<file path="config.mk">
export PLATFORM = sky130hd
export DESIGN_NAME = l1mtx_input_stage
export DESIGN_NICKNAME = d
export VERILOG_FILES = /design/src/rtl/l1mtx_pkg.sv /design/src/rtl/l1mtx_hold_reg.sv /design/src/rtl/l1mtx_input_stage.sv
export SDC_FILE = /design/constraint.sdc
export NUM_CORES = 1
export LEC_CHECK = 0
export BUFFER_PORTS_ARGS = -buffer_cell sky130_fd_sc_hd__buf_2
export CORE_MARGIN = 1
export CORE_UTILIZATION = 48
export DETAILED_ROUTE_END_ITERATION = 8
export MAX_ROUTING_LAYER = met4
export PLACE_DENSITY = 0.87
export SLEW_MARGIN = 20
export SYNTH_ARGS = -nofsm -noshare
export SYNTH_HDL_FRONTEND = slang
export SYNTH_SLANG_ARGS = --single-unit
</file>
<file path="constraint.sdc">
create_clock -name HCLK -period 1.8 [get_ports HCLK]
set_input_delay 0.36 -clock HCLK [delete_from_list [all_inputs] [get_ports HCLK]]
set_output_delay 0.36 -clock HCLK [all_outputs]
set_load 0.01 [all_outputs]
</file>
<file path="src/rtl/l1mtx_pkg.sv">
// Shared encodings and types for the bus-matrix input stage.
// Holds the AHB HTRANS/HRESP codes, the input-stage state codes and the held-transfer record.
package l1mtx_pkg;

  localparam logic [1:0] HTRANS_IDLE   = 2'b00;
  localparam logic [1:0] HTRANS_BUSY   = 2'b01;
  localparam logic [1:0] HTRANS_NONSEQ = 2'b10;
  localparam logic [1:0] HTRANS_SEQ    = 2'b11;

  localparam logic [1:0] HRESP_OKAY  = 2'b00;
  localparam logic [1:0] HRESP_ERROR = 2'b01;

  localparam logic [1:0] ST_PASS = 2'b00;
  localparam logic [1:0] ST_HELD = 2'b01;
  localparam logic [1:0] ST_DATA = 2'b10;

  typedef struct packed {
    logic        sel;
    logic [31:0] addr;
    logic [1:0]  trans;
    logic        write;
    logic [2:0]  size;
    logic [2:0]  burst;
    logic [3:0]  prot;
  } ctrl_t;

  localparam ctrl_t CTRL_CLEAR = '{sel: 1'b0, addr: 32'h0000_0000, trans: HTRANS_IDLE,
                                   write: 1'b0, size: 3'b000, burst: 3'b000, prot: 4'b0000};

endpackage

</file>
<file path="src/rtl/l1mtx_hold_reg.sv">
// Holding register for an address phase the decoder could not accept.
// Captures the master's address/control on load and keeps it until the next load.
module l1mtx_hold_reg
  import l1mtx_pkg::*;
(
  input  logic  HCLK,
  input  logic  HRESETn,
  input  logic  load,
  input  ctrl_t d,
  output ctrl_t q
);

  ctrl_t ctrl_q;
  ctrl_t ctrl_d;

  // Next register value: capture on load, otherwise keep
  always_comb begin
    ctrl_d = ctrl_q;
    if (load) begin
      ctrl_d = d;
    end else begin
      ctrl_d = ctrl_q;
    end
  end

  // Register storage with asynchronous clear
  always_ff @(posedge HCLK or negedge HRESETn) begin
    if (!HRESETn) begin
      ctrl_q <= CTRL_CLEAR;
    end else begin
      ctrl_q <= ctrl_d;
    end
  end

  assign q = ctrl_q;

endmodule

</file>
<file path="src/rtl/l1mtx_input_stage.sv">
// AHB input stage for one bus-matrix slave port: passes transfers straight through,
// or holds an unaccepted address phase and stalls the master until it is issued.
module l1mtx_input_stage
  import l1mtx_pkg::*;
#(
  parameter logic CONV_SEQ = 1'b1
) (
  input  logic        HCLK,
  input  logic        HRESETn,
  input  logic        HSELS,
  input  logic [31:0] HADDRS,
  input  logic [1:0]  HTRANSS,
  input  logic        HWRITES,
  input  logic [2:0]  HSIZES,
  input  logic [2:0]  HBURSTS,
  input  logic [3:0]  HPROTS,
  input  logic        HREADYS,
  output logic        HREADYOUTS,
  output logic [1:0]  HRESPS,
  input  logic        active_dec,
  input  logic        readyout_dec,
  input  logic [1:0]  resp_dec,
  output logic        sel_in,
  output logic [31:0] addr_in,
  output logic [1:0]  trans_in,
  output logic        write_in,
  output logic [2:0]  size_in,
  output logic [2:0]  burst_in,
  output logic [3:0]  prot_in,
  output logic        ready_in,
  output logic        held_tran
);

  logic [1:0] state_q;
  logic [1:0] state_d;
  logic       pend_s;
  logic       load_s;
  ctrl_t      cur_s;
  ctrl_t      held_s;

  assign pend_s = HSELS & HTRANSS[1] & HREADYS;

  assign cur_s = '{sel: HSELS, addr: HADDRS, trans: HTRANSS, write: HWRITES,
                   size: HSIZES, burst: HBURSTS, prot: HPROTS};

  l1mtx_hold_reg u_hold_reg (
    .HCLK    (HCLK),
    .HRESETn (HRESETn),
    .load    (load_s),
    .d       (cur_s),
    .q       (held_s)
  );

  // Next-state and hold-register load decision
  always_comb begin
    state_d = state_q;
    load_s  = 1'b0;
    case (state_q)
      ST_PASS: begin
        if (pend_s && !active_dec) begin
          load_s  = 1'b1;
          state_d = ST_HELD;
        end else begin
          state_d = ST_PASS;
        end
      end
      ST_HELD: begin
        if (active_dec) begin
          state_d = ST_DATA;
        end else begin
          state_d = ST_HELD;
        end
      end
      ST_DATA: begin
        // Released transfer completes; a newly blocked one reloads with no gap
        if (readyout_dec) begin
          if (pend_s && !active_dec) begin
            load_s  = 1'b1;
            state_d = ST_HELD;
          end else begin
            state_d = ST_PASS;
          end
        end else begin
          state_d = ST_DATA;
        end
      end
      default: begin
        state_d = ST_PASS;
      end
    endcase
  end

  // State register
  always_ff @(posedge HCLK or negedge HRESETn) begin
    if (!HRESETn) begin
      state_q <= ST_PASS;
    end else begin
      state_q <= state_d;
    end
  end

  // Output mux: held register while stalled, live master signals otherwise
  always_comb begin
    sel_in     = HSELS;
    addr_in    = HADDRS;
    trans_in   = HTRANSS;
    write_in   = HWRITES;
    size_in    = HSIZES;
    burst_in   = HBURSTS;
    prot_in    = HPROTS;
    ready_in   = HREADYS;
    HREADYOUTS = readyout_dec;
    HRESPS     = resp_dec;
    held_tran  = 1'b0;
    if (state_q == ST_HELD) begin
      sel_in     = held_s.sel;
      addr_in    = held_s.addr;
      write_in   = held_s.write;
      size_in    = held_s.size;
      burst_in   = held_s.burst;
      prot_in    = held_s.prot;
      ready_in   = 1'b1;
      HREADYOUTS = 1'b0;
      HRESPS     = HRESP_OKAY;
      held_tran  = 1'b1;
      if (CONV_SEQ && (held_s.trans == HTRANS_SEQ)) begin
        trans_in = HTRANS_NONSEQ;
      end else begin
        trans_in = held_s.trans;
      end
    end else begin
      held_tran = 1'b0;
    end
  end

endmodule

</file>
==> results of run 1 <==
[where the power goes]
| group | switching (mW) | internal, mW | total [mW] |
|---|---|---|---|
| clock network | 0.341 | 0.490 | 0.831 |
| logic | 0.332 | 0.487 | 0.819 |
| registers | 0.147 | 1.34 | 1.48 |
[metrics by stage]
step / setup TNS, ns / instances / cell area (sq um)
finish: 0 / 435 / 3360
global route: -0.0254 / 435 / 3360
CTS: 0 / 433 / 3290
detailed placement: 0 / 423 / 3110
global placement: 0 / 423 / 3110
floorplan: 0 / 260 / 2500
[cell usage in the layout (no fill, tap or decap), drive strengths merged]
cell    Yosys  final
nand2     137    137
buf         9    114
dfrtp      48     48
mux2       44     44
clkbuf      6      8
nand2b      6      6
and2        3      3
inv         2      2
o22ai       1      1
nor3b       1      1
nand4       1      1
a22oi       1      1
o21ai       1      1
bufinv      0      1
[synthesized netlist by cell type]
cell type | instances | area, sq um
sky130_fd_sc_hd__o22ai_1 | 1 | 6.26
sky130_fd_sc_hd__buf_4 | 1 | 7.51
sky130_fd_sc_hd__inv_2 | 1 | 3.75
sky130_fd_sc_hd__and2_1 | 3 | 18.8
sky130_fd_sc_hd__mux2_4 | 27 | 405
sky130_fd_sc_hd__buf_2 | 5 | 25.0
sky130_fd_sc_hd__mux2_2 | 17 | 191
sky130_fd_sc_hd__nand2_1 | 137 | 514
sky130_fd_sc_hd__nand2b_1 | 6 | 37.5
sky130_fd_sc_hd__inv_1 | 1 | 3.75
sky130_fd_sc_hd__a22oi_1 | 1 | 7.51
sky130_fd_sc_hd__nand4_1 | 1 | 6.26
sky130_fd_sc_hd__buf_6 | 3 | 33.8
sky130_fd_sc_hd__nor3b_2 | 1 | 12.5
sky130_fd_sc_hd__dfrtp_1 | 48 | 1200
sky130_fd_sc_hd__clkbuf_1 | 6 | 22.5
sky130_fd_sc_hd__o21ai_0 | 1 | 5.00
[sequential cells by signal (all words and copies together) (netlist names)]
name,flops
state_q,2
u_hold_reg.q,46
[worst reg2reg max path, delay by kind of cell (launching register included)]
kind / cells / cell delay [ns]
flip-flops: 1 / 0.40
AND/OR/NAND/NOR: 2 / 0.29
multiplexers: 1 / 0.33
buffers and inverters: 3 / 0.56
[area by class of cell]
| class | count | area share |
|---|---|---|
| clock inverter | 1 | 0.00893 |
| clock buffer | 7 | 0.0286 |
| tap | 67 | 0.0249 |
| multi-input combinational | 195 | 0.363 |
| sequential | 48 | 0.358 |
| inverter | 2 | 0.00446 |
| timing repair buffer | 115 | 0.212 |
[kinds of logic after synthesis]
logic type / after synthesis
buffers and inverters: 17
AO/OA/AOI/OAI: 3
multiplexers: 44
AND/OR/NAND/NOR: 148
flip-flops: 48
[timing repair]
action | in CTS | in global routing
hold buffers | 0 | 0
resized for setup | 7 | 11
setup buffers | 1 | 1
gates cloned | 1 | 1
setup endpoints to repair | 49 | 49
[worst paths after layout]
check | from | end | depth (start not counted)
max | state_q[1] | addr_in[30] | 6
max in group asynchronous | HRESETn | u_hold_reg.q[29] | 2
min | HRESETn | u_hold_reg.q[6] | 1
min reg2reg | u_hold_reg.q[12] | u_hold_reg.q[12] | 1
max reg2reg | state_q[1] | u_hold_reg.q[4] | 6
min in group HCLK | HADDRS[2] | u_hold_reg.q[15] | 2
[metal layers]
layer / share of wire / GRT usage / up-vias / routed length (microns)
met1: 0.43 / 0.260 / 1011 / 2450
met4: 0.011 / 0.0812 / 0 / 64
li1: - / - / 1042 / -
met3: 0.050 / 0.0407 / 8 / 285
met5: 0 / - / - / 0
met2: 0.51 / 0.374 / 77 / 2880
==> impl.org, run 1 <==
** Outcome
- The flow ran to the end, and the final reports show no timing, DRC or antenna violations.

** STA
- On the final layout, the worst hold slack is 0.0369 ns.
- The final hold violation count was 0.
- Least setup slack across all paths after layout :: 0.0556 ns
- The max-slew violation total from the final report came to 0.
- Setup repair after global routing could not meet its margin everywhere.
- The smallest clock period supported by the final layout is computed as 1.74 ns.
- Fin crit share :: 0.969
- Highest clock rate :: 573 MHz
- Final setup fails :: 0
- At the pin with the least slew margin, the transition time is 0.540 ns.
- Between clock sinks in the finished design, the worst skew comes to 0.00397 ns.
- Remaining max-slew budget at the tightest pin :: 0.640

** Routing
- After detailed routing, the number of vias per cell comes to 4.91.
- 1st-iter DRT viols :: 79
- Per-cell routed wire length :: 13.1 microns
- Detailed routing inserted a total of 2,138 vias.
- Routed Wire Length :: 5680 microns
- Pre-antenna DRT Iters :: 4
- Detailed-route DRC error count :: 0
- Remaining number of nets flagged by the antenna check after routing :: 0

** GRT
- After global routing the overflow that remains totals 0.
- For this run, the total global-route usage over all layers was measured as 0.220.
- Largest net degree at the start of global routing :: 33
- The via count of the first global-routing pass was 2,035.
- Global-route wire length before repair :: 8830 microns
- Initial antenna violation count :: 0

** Placed design
- Worst slack after detailed placement :: 0.207 ns
- Global placement routability congestion :: 0.724
- Detailed placer's ending HPWL :: 3980 microns
- The count of buffers added on input and output ports is 103.

** Final layout
- Inserted Diodes :: 0
- Once layout is complete, the utilization of the core stands at 0.689.
- FILL cells :: 406
- The multi-input combinational cells in the finished layout cover a total of 1220 sq um.
- From synthesis to final layout, the design area changed by 34.4%.
- Footprint of the flip-flops and latches :: 1200 sq um
- Layout cells sized above 1 :: 0.476
- After the last flow step, the layout net total stands at 420.

** Floorplan
- Initial core utilization :: 0.513
- Area of the die :: 5510 sq um
- The die is 74.2 microns tall.
- Num ports :: 104
- Width of the chip :: 74.2 microns
- Total core area :: 4880 sq um
- Std-Cell Rows :: 25

** Critical path
- Slack of the worst reg-to-reg path :: 0.11 ns
- Crit path buffers/inverters :: 3
- The critical path goes through nand2b_4 > inv_8 > buf_12 > nand2_1 > nand2_1 > buf_2.
- Slowest Stage Delay on Critical Path :: 0.40 ns
- For the worst setup path, the data required time is 1.44 ns.
- For the worst setup path, the data arrival time is 1.38 ns.
- STA classifies the critical path startpoint as a flip-flop.
- The critical path is of the reg -> out type.
- CP max FO :: 14
- On the critical path, the stage with the largest delay is an instance of sky130_fd_sc_hd__dfrtp_1.
- Top delay family on crit path :: flip-flops
- Setup crit end kind :: output port
- In this design, the critical path's most frequently occurring cell is sky130_fd_sc_hd__nand2_1.

** Synth
- The post-synthesis compound-gate area fraction was 0.00750.
- Yosys warning count :: 0
- For this run, the register share of the synthesized area comes to 0.480.
- Arithmetic-cell share of the synthesized area counting full adders, half adders and majority gates :: 0
- The number of different library cells used by synthesis comes to 17.
- A synthesized cell averages 9.62 sq um.
- The number of nets in the synthesized netlist is 313.
- Synth Area in XOR/XNOR :: 0
- Summing every instance area after synthesis gives 2500 sq um.
- Cells after synthesis :: 260
- After synthesis the netlist holds a flip-flop and latch count of 48.
- Of the total synthesized cell area, the portion taken by AND, OR, NAND and NOR gates is 0.236.
- Multiplexer share of the synthesized area :: 0.239
- Main combinational cell family by area after synthesis :: multiplexers

** Min path
- Class of the worst hold path :: in -> async

** Clocking
- TritonCTS clock tree :: yes
- Root buffer cell :: sky130_fd_sc_hd__clkbuf_8
- Clock transition at the registers of the reported paths :: 0.08 ns
- CTS sink count :: 48
- Insertion delay of the later-clocked pin in the worst-skew pair :: 0.29 ns
- Number of clock buffers inserted by TritonCTS :: 5
- Max Root-Sink Buffers :: 2
- H-tree depth :: 2

** Pwr
- The analysis attributes to cell leakage a power of 1.91 nW.
- Overall power consumption after layout is estimated at 3.13 mW.
- Across the VDD grid, the largest voltage drop is 0.000629 V.
- Power density normalized to cell area :: 932 nW/um^2

** Job
- The tool flagged a number of max-cap violations equal to 0.
Power figures use the tool's default switching activity.
==> run 2, diff against run 1 <==
- BUFFER_PORTS_ARGS: -buffer_cell sky130_fd_sc_hd__buf_2 -> -buffer_cell sky130_fd_sc_hd__clkbuf_2
- HOLD_SLACK_MARGIN: not set -> 0.05
==> run 2 against run 1 <==
Net effect:
- combinational power fell by 1%
- setup slack got worse by 0.019 ns
- critical endpoint is now addr_in[23]
- non-clock buffer count shrank 1
- largest cell class unchanged
- die area is the same
==> impl.org, run 2 (synthesis results as in run 1) <==
** Routing
- Remaining number of nets flagged by the antenna check after routing :: 0
- The first detailed-routing pass took 4 iterations.
- Highest routed metal layer :: met4
- For this block, the via count after detailed routing is 2,102.
- After detailed routing, the number of vias per cell comes to 4.84.
- After detailed routing, the met2 layer carries 2760 microns of wire.
- Per-cell routed wire length :: 12.9 microns
- 1st-iter DRT viols :: 132
- Summed over all nets, wire length on met3 after detailed routing comes to 310 microns.
- For this block, wires on met1 add up to 2450 microns.
- Routed Wire Length :: 5610 microns
- After detailed routing, the number of remaining DRC violations is 0.

** Pwr
- Switching pwr :: 831 uW
- The share of total power dissipated in the clock network is 0.251.
- Power density normalized to cell area :: 920 nW/um^2
- Internal power comes to 2.23 mW.
- Switching share of total power :: 0.272
- Power after layout :: 3.06 mW
- Of the total power, registers draw 0.485.
- The share of total power dissipated in combinational logic is 0.264.
- Summed over all cells, the static leakage comes to 1.91 nW.
- Worst vdd ir :: 0.000547 V

** GRT
- Global routing usage summed across all routing layers :: 0.212
- The total overflow left after global routing is 0.
- Entering global routing, the biggest net connects 49 pins.
- The via count of the first global-routing pass is 1,962.
- Initial antenna violation count :: 0
- The first global-routing pass estimated 8560 microns of wire.

** Clocking
- TritonCTS created 5 clock buffers.
- The clock reaches the later pin of the worst-skew pair after 0.30 ns.
- Max Root-Sink Buffers :: 2
- Number of hold-repair buffers added at the cts stage :: 0
- The tree built by TritonCTS fans out to 48 sinks.
- H-tree depth :: 2
- TritonCTS clock tree :: yes
- After clock tree synthesis, the clock-pin slew on the worst setup and hold paths is 0.09 ns.
- Root buffer cell :: sky130_fd_sc_hd__clkbuf_8

** Final layout
- The register with the most flip-flops in the layout has 46 of them.
- The number of antenna diodes in the final layout is 0.
- With fillers left out, the area of the finished cells amounts to 3320 sq um.
- Of the cells placed in the final design, the portion with a size suffix greater than 1 is 0.471.
- Area of combinational cells with multiple inputs :: 1220 sq um
- The sequential cells in the finished layout cover a total of 1200 sq um.
- Commonest cells after routing, fill and taps aside :: sky130_fd_sc_hd__nand2_1 (134), sky130_fd_sc_hd__clkbuf_2 (99), sky130_fd_sc_hd__dfrtp_1 (47)
- The final layout contains 419 nets.
- Number of cells in the finished layout apart from fillers :: 434
- Fill cells in the final layout number 388.
- The library cell used most frequently in the layout, excluding fill and tap cells, is sky130_fd_sc_hd__nand2_1.
- Synthesis-to-layout area growth :: 32.8%

** Critical path
- Of all nets on the critical path, the largest fanout is 14.
- STA classifies the critical path endpoint as an output port.
- For the worst setup path, the data arrival time is 1.40 ns.
- Worst Setup Path Type :: reg -> out
- Crit start category :: flip-flop
- Data required time at the worst endpoint :: 1.44 ns

** Floorplan
- The region available for standard cell placement spans 4880 sq um.
- Area of the die :: 5510 sq um
- The die is 74.2 microns wide.
- For this configuration, the core starts out at a cell density of 0.513.
- In this run the core area contains 25 standard-cell rows.
- Vertical extent of the die :: 74.2 microns
- Num ports :: 104

** STA
- Transition at the pin with the smallest max-transition slack :: 0.592 ns
- Fin crit share :: 0.979
- Counting I/O delays and the setup requirement, the final critical path takes 1.76 ns.
- Highest clock rate :: 567 MHz
- Measured against its own limit, the worst slew margin works out to 0.606.
- Final TNS setup :: 0 ns
- Final setup fails :: 0
- The max-slew violation total from the final report came to 0.
- The final hold violation count is 0.
- The worst path meets setup with 0.0371 ns of slack.
- Between clock sinks in the finished design, the worst skew comes to 0.00708 ns.
- Setup repair after global routing could not meet its margin everywhere.

** Job
- Number of maximum-capacitance constraint violations :: 0

** Placed design
- Cell Count Post-Placement :: 423
- Worst slack after detailed placement :: 0.216 ns
- Summed over all nets, the half-perimeter wirelength after detailed placement is 3860 microns.
- Global placement routability congestion :: 0.738
- The count of buffers added on input and output ports is 103.
- Total placed instance area :: 3100 sq um

** Outcome
- Run status :: complete, no violations

** Min path
- The tightest min-delay check is of the in -> async type.
## run 2: layout make-up
type / instances / area share
flip-flops and latches: 48 / 0.362
clock inverters: 3 / 0.0128
well taps: 67 / 0.0252
repair buffers: 114 / 0.208
clock buffers: 5 / 0.0207
multi-input cells: 195 / 0.367
inverters: 2 / 0.00452
## run 2: power groups by stage
stage	registers, mW	clock network [mW]	logic [mW]
6_report	1.48	0.768	0.807
4_1_cts	1.48	0.790	0.782
5_1_grt	1.51	0.842	0.884
2_1_floorplan	1.45	0	0.537
3_5_place_dp	1.49	0	0.777
3_3_place_gp	1.48	0	0.747
## run 2: timing repair
item	in CTS	in global routing
resized for setup	3	17
endpoints found under the setup margin	49	49
setup buffers	0	1
gates cloned	0	2
## run 2: metal layers
layer,GRT usage,up-vias
met5,-,-
met4,0.0812,0
met3,0.0420,9
met2,0.371,76
met1,0.239,982
li1,-,1035
## run 2: path summary, 6_finish.rpt
kind                                   from               end  slack [ns]  cells after the start
max                              state_q[1]       addr_in[23]        0.04                      6
min                                 HRESETn  u_hold_reg.q[14]        0.15                      2
max reg2reg                      state_q[0]  u_hold_reg.q[44]        0.22                      4
min reg2reg                u_hold_reg.q[45]  u_hold_reg.q[45]        0.48                      1
max in group asynchronous           HRESETn        state_q[0]        1.22                      2
min in group HCLK                 HADDRS[2]  u_hold_reg.q[15]        0.30                      2
## run 2: through the flow
stage | util | hold WS, ns
6_report | 0.681 | 0.146
5_1_grt | 0.681 | 0.188
4_1_cts | 0.661 | 0.160
3_5_place_dp | 0.635 | 0.456
3_3_place_gp | 0.635 | 0.453
2_1_floorplan | - | 0.0644
## run 2: critical path, cell delays in order, from the launching register on
cell	delay, ns
sky130_fd_sc_hd__dfrtp_1	0.40
sky130_fd_sc_hd__nand2b_4	0.20
sky130_fd_sc_hd__inv_8	0.10
sky130_fd_sc_hd__clkbuf_16	0.17
sky130_fd_sc_hd__nand2_1	0.06
sky130_fd_sc_hd__nand2_1	0.05
sky130_fd_sc_hd__clkbuf_2	0.12
